<file path="src/rtl/palette_arbiter.sv">
// Round-robin arbiter with burst lock in front of a shared 16-entry palette.
// The grant and the palette index are combinational; the colour response is registered one cycle later.
module palette_arbiter #(
  parameter int NUM_REQ    = 4,
  parameter int MAX_BURST  = 4,
  parameter int TRANSP_IDX = 0
) (
  input  logic                 Clk,
  input  logic                 Reset,
  input  logic [NUM_REQ-1:0]   req,
  input  logic [NUM_REQ-1:0]   lock,
  input  logic [4*NUM_REQ-1:0] req_index,
  output logic [NUM_REQ-1:0]   gnt,
  output logic [3:0]           pal_index,
  input  logic [3:0]           pal_red,
  input  logic [3:0]           pal_green,
  input  logic [3:0]           pal_blue,
  output logic                 rsp_valid,
  output logic [1:0]           rsp_id,
  output logic [11:0]          rsp_rgb,
  output logic                 rsp_transp
);

  logic [1:0]         last_id_r;
  logic [3:0]         burst_cnt_r;
  logic               any_s;
  logic               hold_s;
  logic               found_s;
  logic [2:0]         sum_s;
  logic [2:0]         cand_s;
  logic [1:0]         gnt_id_s;
  logic [NUM_REQ-1:0] gnt_s;
  logic [3:0]         pal_index_s;
  logic [3:0]         burst_nxt_s;

  // Winner selection: a locked holder under its burst limit keeps the grant, otherwise round-robin from last_id+1.
  always_comb begin
    any_s       = (|req) && !Reset;
    hold_s      = req[last_id_r] && lock[last_id_r] && (burst_cnt_r < 4'(MAX_BURST));
    gnt_id_s    = last_id_r;
    found_s     = 1'b0;
    sum_s       = 3'd0;
    cand_s      = 3'd0;
    gnt_s       = '0;
    pal_index_s = 4'd0;
    if (hold_s) begin
      found_s = 1'b1;
    end else begin
      for (int k = 1; k <= NUM_REQ; k++) begin
        sum_s  = {1'b0, last_id_r} + 3'(k);
        cand_s = (sum_s >= 3'(NUM_REQ)) ? (sum_s - 3'(NUM_REQ)) : sum_s;
        if (!found_s && req[cand_s[1:0]]) begin
          gnt_id_s = cand_s[1:0];
          found_s  = 1'b1;
        end else begin
          found_s  = found_s;
        end
      end
    end
    if (any_s) begin
      gnt_s[gnt_id_s] = 1'b1;
      pal_index_s     = req_index[{gnt_id_s, 2'b00} +: 4];
    end else begin
      gnt_s       = '0;
      pal_index_s = 4'd0;
    end
    // Reaching the limit restarts the count, so a lone locked holder cycles 1..MAX_BURST.
    burst_nxt_s = ((gnt_id_s != last_id_r) || (burst_cnt_r >= 4'(MAX_BURST))) ?
                  4'd1 : (burst_cnt_r + 4'd1);
  end

  assign gnt       = gnt_s;
  assign pal_index = pal_index_s;

  // Arbitration state and the one-cycle palette response; outputs hold on idle cycles.
  always_ff @(posedge Clk or posedge Reset) begin
    if (Reset) begin
      last_id_r   <= 2'(NUM_REQ - 1);
      burst_cnt_r <= 4'd0;
      rsp_valid   <= 1'b0;
      rsp_id      <= 2'd0;
      rsp_rgb     <= 12'h000;
      rsp_transp  <= 1'b0;
    end else if (any_s) begin
      last_id_r   <= gnt_id_s;
      burst_cnt_r <= burst_nxt_s;
      rsp_valid   <= 1'b1;
      rsp_id      <= gnt_id_s;
      rsp_rgb     <= {pal_red, pal_green, pal_blue};
      rsp_transp  <= (pal_index_s == 4'(TRANSP_IDX));
    end else begin
      rsp_valid   <= 1'b0;
    end
  end

endmodule

</file>
<file path="config.mk">
export PLATFORM = sky130hd
export DESIGN_NAME = palette_arbiter
export DESIGN_NICKNAME = d
export VERILOG_FILES = /design/src/rtl/palette_arbiter.sv
export SDC_FILE = /design/constraint.sdc
export NUM_CORES = 1
export LEC_CHECK = 0
export CAP_MARGIN = 20
export CORE_MARGIN = 5
export CORE_UTILIZATION = 25
export CTS_BUF_LIST = sky130_fd_sc_hd__clkbuf_8
export CTS_CLUSTER_DIAMETER = 40
export DETAILED_ROUTE_END_ITERATION = 8
export PLACE_DENSITY_LB_ADDON = 0.15
export SYNTH_ARGS = -nofsm -noshare
export SYNTH_HDL_FRONTEND = slang
export SYNTH_SLANG_ARGS = --single-unit
export TNS_END_PERCENT = 100
</file>
<file path="constraint.sdc">
create_clock -name Clk -period 13.9 [get_ports Clk]
set_input_delay 4.17 -clock Clk [delete_from_list [all_inputs] [get_ports Clk]]
set_output_delay 4.17 -clock Clk [all_outputs]
set_load 0.05 [all_outputs]
</file>
-- After elaboration in Yosys (flattened, before gate mapping)
Index checks and enable logic that the tools add are counted.
- add/subtract/negate cells: 9
- order comparisons: 13
- eq/ne operators: 1
- shift operators: 1
- muxes and demuxes: 33
- reductions and logical operators: 14
- operator list (cell ; count):
    $lt A2 B3 Y1 const B ; 6
    $mux W2 ; 9
    $shiftx A16 B5 Y4 ; 1
    $mux W1 ; 14
    $bmux W1 S2 ; 6
    $ge A3 B3 Y1 const B ; 4
    $mux W4 ; 3
    $sub A2 B1 Y2 const B ; 4
    $logic_and A1 B1 Y1 ; 7
    $add A2 B2 Y3 const B ; 2
    $add A4 B1 Y4 const B ; 1
    $ge A4 B3 Y1 const B ; 1
    $logic_not A1 Y1 ; 4
    $logic_not A4 Y1 ; 1
    $lt A4 B3 Y1 const B ; 1
    $reduce_or A4 Y1 ; 1
    $add A2 B1 Y3 const B ; 1
    $add A2 B3 Y3 const B ; 1
    $demux W1 S2 ; 1
    $ge A2 B1 Y1 const B ; 1
    $ne A2 B2 Y1 ; 1
    $logic_or A1 B1 Y1 ; 1
- register bits: 22
- input bits: 38
- output and inout port bits: 24
- logic and storage cells: 77

-- Longest topological paths before layout
- depth in word-level cells: 24
- mapped depth: 9
- mapped depth without buffers: 7

-- Worst setup path after synthesis
Ideal clock, no wire load.
- path kind: input -> output
- start point: input port req[0]
- end point: output port gnt[0]
- arrival time: 6.672 ns
- data required time: 9.730 ns
- path slack: 3.058 ns
- stages on the path: 7
- path buffers: 2
- path through: clkbuf_1 mux4_2 and3_1 o41ai_1 buf_2 nand2_1 nor2_1
- word-level cells in the longest chain between the ends: 21
- elaborated cells on any way between the ends: 37
- classes of those cells: 2 x order compare; 24 x mux; 11 x reduce/logical
- RTL lines (item ; line ; text):
    start, declared ; 10 ; input logic [NUM_REQ-1:0] req,
    $bmux W1 S2 ; 52 ; if (!found_s && req[cand_s[1:0]]) begin
    $mux W1 (not written as such) ; 52 ;
    $mux W1 ; 52 ;
    $mux W1 ; 46 ; if (hold_s) begin
    $logic_not A1 Y1 ; 52 ;
    $logic_and A1 B1 Y1 ; 52 ;
    $mux W1 ; 52 ;
    $mux W1 ; 46 ;
    (+5 left out) ; - ;
    $logic_and A1 B1 Y1 ; 52 ;
    $mux W2 ; 52 ;
    $mux W2 ; 46 ;
    $lt A2 B3 Y1 (not written as such) / $ge A2 B1 Y1 (equally long branches) ; 61 ; gnt_s[gnt_id_s] = 1'b1;
    $logic_and A1 B1 Y1 (not written as such) ; 61 ;
    $mux W1 (not written as such) ; 61 ;
    $demux W1 S2 ; 61 ;
    $mux W4 (*) ; 60 ; if (any_s) begin
    end, declared ; 13 ; output logic [NUM_REQ-1:0] gnt,
Every way passes the cells marked *; elsewhere a longest branch is shown, timed or not. The select of a mux whose other input is x is not followed.

-- Worst setup path in the final report
- start point: input port req[0]
- end point: output port pal_index[1]
- word-level cells in the longest chain between the ends: 18
- elaborated cells on any way between the ends: 33
- classes of those cells: 1 x shift; 22 x mux; 10 x reduce/logical
- RTL lines (item ; line ; text):
    $bmux W1 S2 ; 52 ;
    $mux W1 (not written as such) ; 52 ;
    $mux W1 ; 52 ;
    $mux W1 ; 46 ;
    $logic_not A1 Y1 ; 52 ;
    $logic_and A1 B1 Y1 ; 52 ;
    $mux W1 ; 52 ;
    $mux W1 ; 46 ;
    (+2 left out) ; - ;
    $mux W1 ; 52 ;
    $mux W1 ; 46 ;
    $logic_not A1 Y1 ; 52 ;
    $logic_and A1 B1 Y1 ; 52 ;
    $mux W2 ; 52 ;
    $mux W2 ; 46 ;
    $shiftx A16 B5 Y4 ; 62 ; pal_index_s = req_index[{gnt_id_s, 2'b00} +: 4];
    $mux W4 (*) ; 60 ;
    end, declared ; 14 ; output logic [3:0] pal_index,
Marked as above.

==> impl_summary.md <==
Route
For this block, the routed nets add up to 3630 um of wire. The post-detailed-route wirelength per cell is 13.0 um. For this run, design rule violations remaining after detail routing come to 0. Once detail routing completed, the nets flagged for antenna violations numbered 0. The number of DRC markers in iteration 0 is 31. The via-per-instance ratio is 4.46. Before antenna repair, the detailed router went through 4 iterations.

The count of vias placed by the detailed router is 1240.

Synth
The net count after synthesis is 188. Of the post-synthesis cell area, the dominant cell type holds 0.380. The share of flip-flops with an asynchronous set or reset after synthesis is 1.00.

After technology mapping, the gate count stands at 149. The area of the mapped netlist is 1320 um2. The Yosys warning count is 0. The cell taking the most area after synthesis is sky130_fd_sc_hd__dfrtp_1.

The mean instance size in the synthesized netlist is 8.83 um2. Sorting the synthesized cells by area gives the leading types as sky130_fd_sc_hd__dfrtp_1 (38%), sky130_fd_sc_hd__nand2_1 (12%), sky130_fd_sc_hd__mux2i_1 (9.9%), sky130_fd_sc_hd__dfstp_2 (4.0%), sky130_fd_sc_hd__mux4_2 (3.4%). The number of different library cells used by synthesis comes to 34. In this run, synthesis produced a sequential element count of 22. The main flop type after synthesis is sky130_fd_sc_hd__dfrtp_1. The number of synthesized flops with an enable pin is 0. For this run, the register share of the synthesized area comes to 0.420.

GRT
Summed over all layers, the global routing overflow is 0. The first global-routing pass estimated 6020 um of wire. Across every metal layer, demand over resource in global routing totals 0.113.

The largest net degree at the start of global routing is 25. The initial antenna violation count is 0. The via count of the first global-routing pass is 1234.

Final layout
The post-route non-filler standard cell count is 278. The net count reported at finish is 248. The share of final-layout standard cells stronger than drive strength 1 is 0.0673.

Measured on the finished design, the core utilization comes to 0.403. The number of fill cells is 540. 0 antenna diodes ended up in the layout. Relative to the synthesized area, the layout overhead comes to 56.6%.

Setup path
The startpoint type of the worst setup path is a primary input. The signal on the critical path passes through clkdlybuf4s50_1 > mux4_2 > and3_1 > o41ai_2 > buf_4 > mux2i_1 > mux2i_1 > and2_1 > clkdlybuf4s50_1. The slowest cell on the critical path is sky130_fd_sc_hd__clkdlybuf4s50_1. The launch point of the worst path is req[0]. The startpoint-to-endpoint class of the critical path is primary input to primary output. The maximum fanout encountered on the critical timing path is 12. The most critical setup path has its endpoint at pal_index[1]. In this run the register-to-register setup slack is 10.70 ns. The worst flop-to-flop path endpoint is rsp_transp.

Data on the critical path is required at its endpoint by 9.73 ns. In this run the critical register-to-register path is launched from last_id_r[0]. The arrival time of the worst setup path is 7.38 ns. The kind of end point of the critical path is a primary output. The depth of the most critical reg-to-reg path is 7. The stage delay of the slowest cell on the critical path is 0.80 ns.

Clock tree
The clock-pin slew on the worst setup and hold paths is 0.08 ns. The deepest clock path buffer count is 2. The root cell of the clock tree is sky130_fd_sc_hd__clkbuf_8. After clock tree synthesis, the setup repair step added 0 buffers. After clock tree synthesis, the flow added hold-fix buffers numbering 0. The number of clock sinks is 22. Once the clock tree was built, the resizer swapped 0 gates to a different size. The number of levels in the clock H-tree is 1. TritonCTS built the clock tree. The later pin in the worst-skew pair is clocked with a latency of 0.26 ns.

TritonCTS created 3 clock buffers.

Timing
The max-slew violation total from the final report is 0. The sum of negative setup slack is 0 ns. The final cycle utilization of the critical path is 0.831. The number of hold-slack violations in the final timing report came to 0. The time the worst path needs with I/O delays and setup is 11.55 ns. The setup violation total in the final timing report is 0. The highest clock rate is 0.0866 GHz.

Setup repair after global routing left no endpoint under its margin. The final clock skew is 0.00335 ns. Measured against its own limit, the worst slew margin works out to 0.494. For the pin with the worst max-slew slack, the measured transition is 0.756 ns.

Die
The width of the die is 82.6 um. The cell row count is 26. The starting density of the core is 0.258. After floorplanning, the core was sized to cover 5110 um2. The floorplan step defined a die boundary enclosing 6820 um2. During I/O placement, the number of pins put on the boundary was 62.

The die is 82.6 um tall.

Pwr
The proportion of power drawn by the clock network is 0.113. Dividing total power by cell area gives a power density of 193 nW/um2. The internal power is 213 uW. In this run the power spent charging and discharging nets is 184 uW. The maximum ir drop on the vdd rail is 0.0000687 V. The portion of total power attributed to sequential cells is 0.240.

Of the total power, combinational logic draws 0.647. The leakage component of the power is 0.000940 uW. Of the total power, the share spent switching nets is 0.464.

Placement
Buffers placed on the I/O ports in this run total 61. Once detailed placement completed, the half-perimeter wirelength came to 2790 um. At the end of routability-driven placement, the weighted congestion stood at 0.728. The total instance count after detailed placement is 274.

Run
Across the run, the number of max-cap violations was 0.

Status
The run finished with clean final reports.

Min path
The type of the most critical hold path is flop to flop.
[critical path, delay by kind of cell]
| family | cells | cell delay, ns |
|---|---|---|
| buffers and inverters | 3 | 1.64 |
| multiplexers | 3 | 0.87 |
| AND/OR/NAND/NOR | 2 | 0.37 |
| AO/OA/AOI/OAI | 1 | 0.33 |
[cell usage after synthesis, types with 2 or more instances]
| cell | number |
|---|---|
| sky130_fd_sc_hd__nand2_1 | 41 |
| sky130_fd_sc_hd__dfrtp_1 | 20 |
| sky130_fd_sc_hd__mux2i_1 | 13 |
| sky130_fd_sc_hd__nor2_1 | 9 |
| sky130_fd_sc_hd__a21oi_1 | 8 |
| sky130_fd_sc_hd__and2_1 | 7 |
| sky130_fd_sc_hd__clkbuf_1 | 7 |
| sky130_fd_sc_hd__inv_1 | 6 |
| sky130_fd_sc_hd__nand2b_1 | 5 |
| sky130_fd_sc_hd__a21o_1 | 4 |
| sky130_fd_sc_hd__a22o_1 | 2 |
| sky130_fd_sc_hd__and3_1 | 2 |
| sky130_fd_sc_hd__dfstp_2 | 2 |
| sky130_fd_sc_hd__mux4_2 | 2 |
| sky130_fd_sc_hd__o21ai_0 | 2 |
[sequential cells by signal, indices dropped and copies added (netlist names)]
signal       flops
rsp_rgb         12
rsp_valid        1
rsp_transp       1
last_id_r        2
rsp_id           2
burst_cnt_r      4
[cell usage in the layout, fill, tap and decap left out, types with 4 or more instances in the layout]
master,n
sky130_fd_sc_hd__clkbuf_8,4
sky130_fd_sc_hd__and2_1,7
sky130_fd_sc_hd__nand2_1,41
sky130_fd_sc_hd__dfrtp_1,20
sky130_fd_sc_hd__a21o_1,4
sky130_fd_sc_hd__mux2i_1,13
sky130_fd_sc_hd__nor2_1,9
sky130_fd_sc_hd__nand2b_1,5
sky130_fd_sc_hd__a21oi_1,8
sky130_fd_sc_hd__inv_1,6
sky130_fd_sc_hd__clkdlybuf4s50_1,61
[metal layers]
| layer | global-route usage | share of wire |
|---|---|---|
| met1 | 0.148 | 0.46 |
| met2 | 0.192 | 0.49 |
| met3 | 0.0217 | 0.044 |
| met4 | 0.0245 | 0.0033 |
| met5 | 0 | 0 |
[cell families (layout without fill, tap and decap cells)]
logic type,Yosys count,count (layout),synth area share
adder cells (fa/ha/maj),1,1,0.00950
buffers and inverters,14,73,0.0409
AO/OA/AOI/OAI,24,24,0.135
AND/OR/NAND/NOR,72,72,0.253
flip-flops,22,22,0.420
multiplexers,16,16,0.142
[how the worst min path moves through the flow]
stage,from,depth (start not counted),slack [ns],endpoint
4_1_cts,burst_cnt_r[0],1,0.48,burst_cnt_r[0]
5_1_grt,rsp_rgb[2],2,0.51,rsp_rgb[2]
2_1_floorplan,burst_cnt_r[0],1,0.45,burst_cnt_r[0]
3_5_place_dp,rsp_rgb[1],2,0.46,rsp_rgb[1]
3_3_place_gp,rsp_id[0],1,0.46,rsp_id[0]
6_report,burst_cnt_r[0],1,0.48,burst_cnt_r[0]
[power groups by stage]
stage               clock, uW  combinational, uW  sequential [uW]
floorplan                   0                162              117
global placement            0                261             97.2
detailed placement          0                260             97.1
CTS                      46.6                261             96.1
global route             50.3                277             98.7
finish                   45.0                257             95.4
[cell type report]
class	instances	area, um2	share of cell area
multi-input combinational	113	717	0.348
timing repair buffer	63	626	0.304
sequential	22	553	0.268
tap	70	87.6	0.0425
clock buffer	4	55.1	0.0267
inverter	6	22.5	0.0109
[metrics by stage]
stage	hold WS [ns]	setup WS, ns	area [um2]	power (uW)
2_1_floorplan	0.446	3.06	1320	279
3_3_place_gp	0.461	2.30	2010	358
3_5_place_dp	0.464	2.32	2010	357
4_1_cts	0.485	2.31	2060	404
5_1_grt	0.510	2.17	2060	426
6_report	0.478	2.35	2060	398
Power figures use the tool's default switching activity.
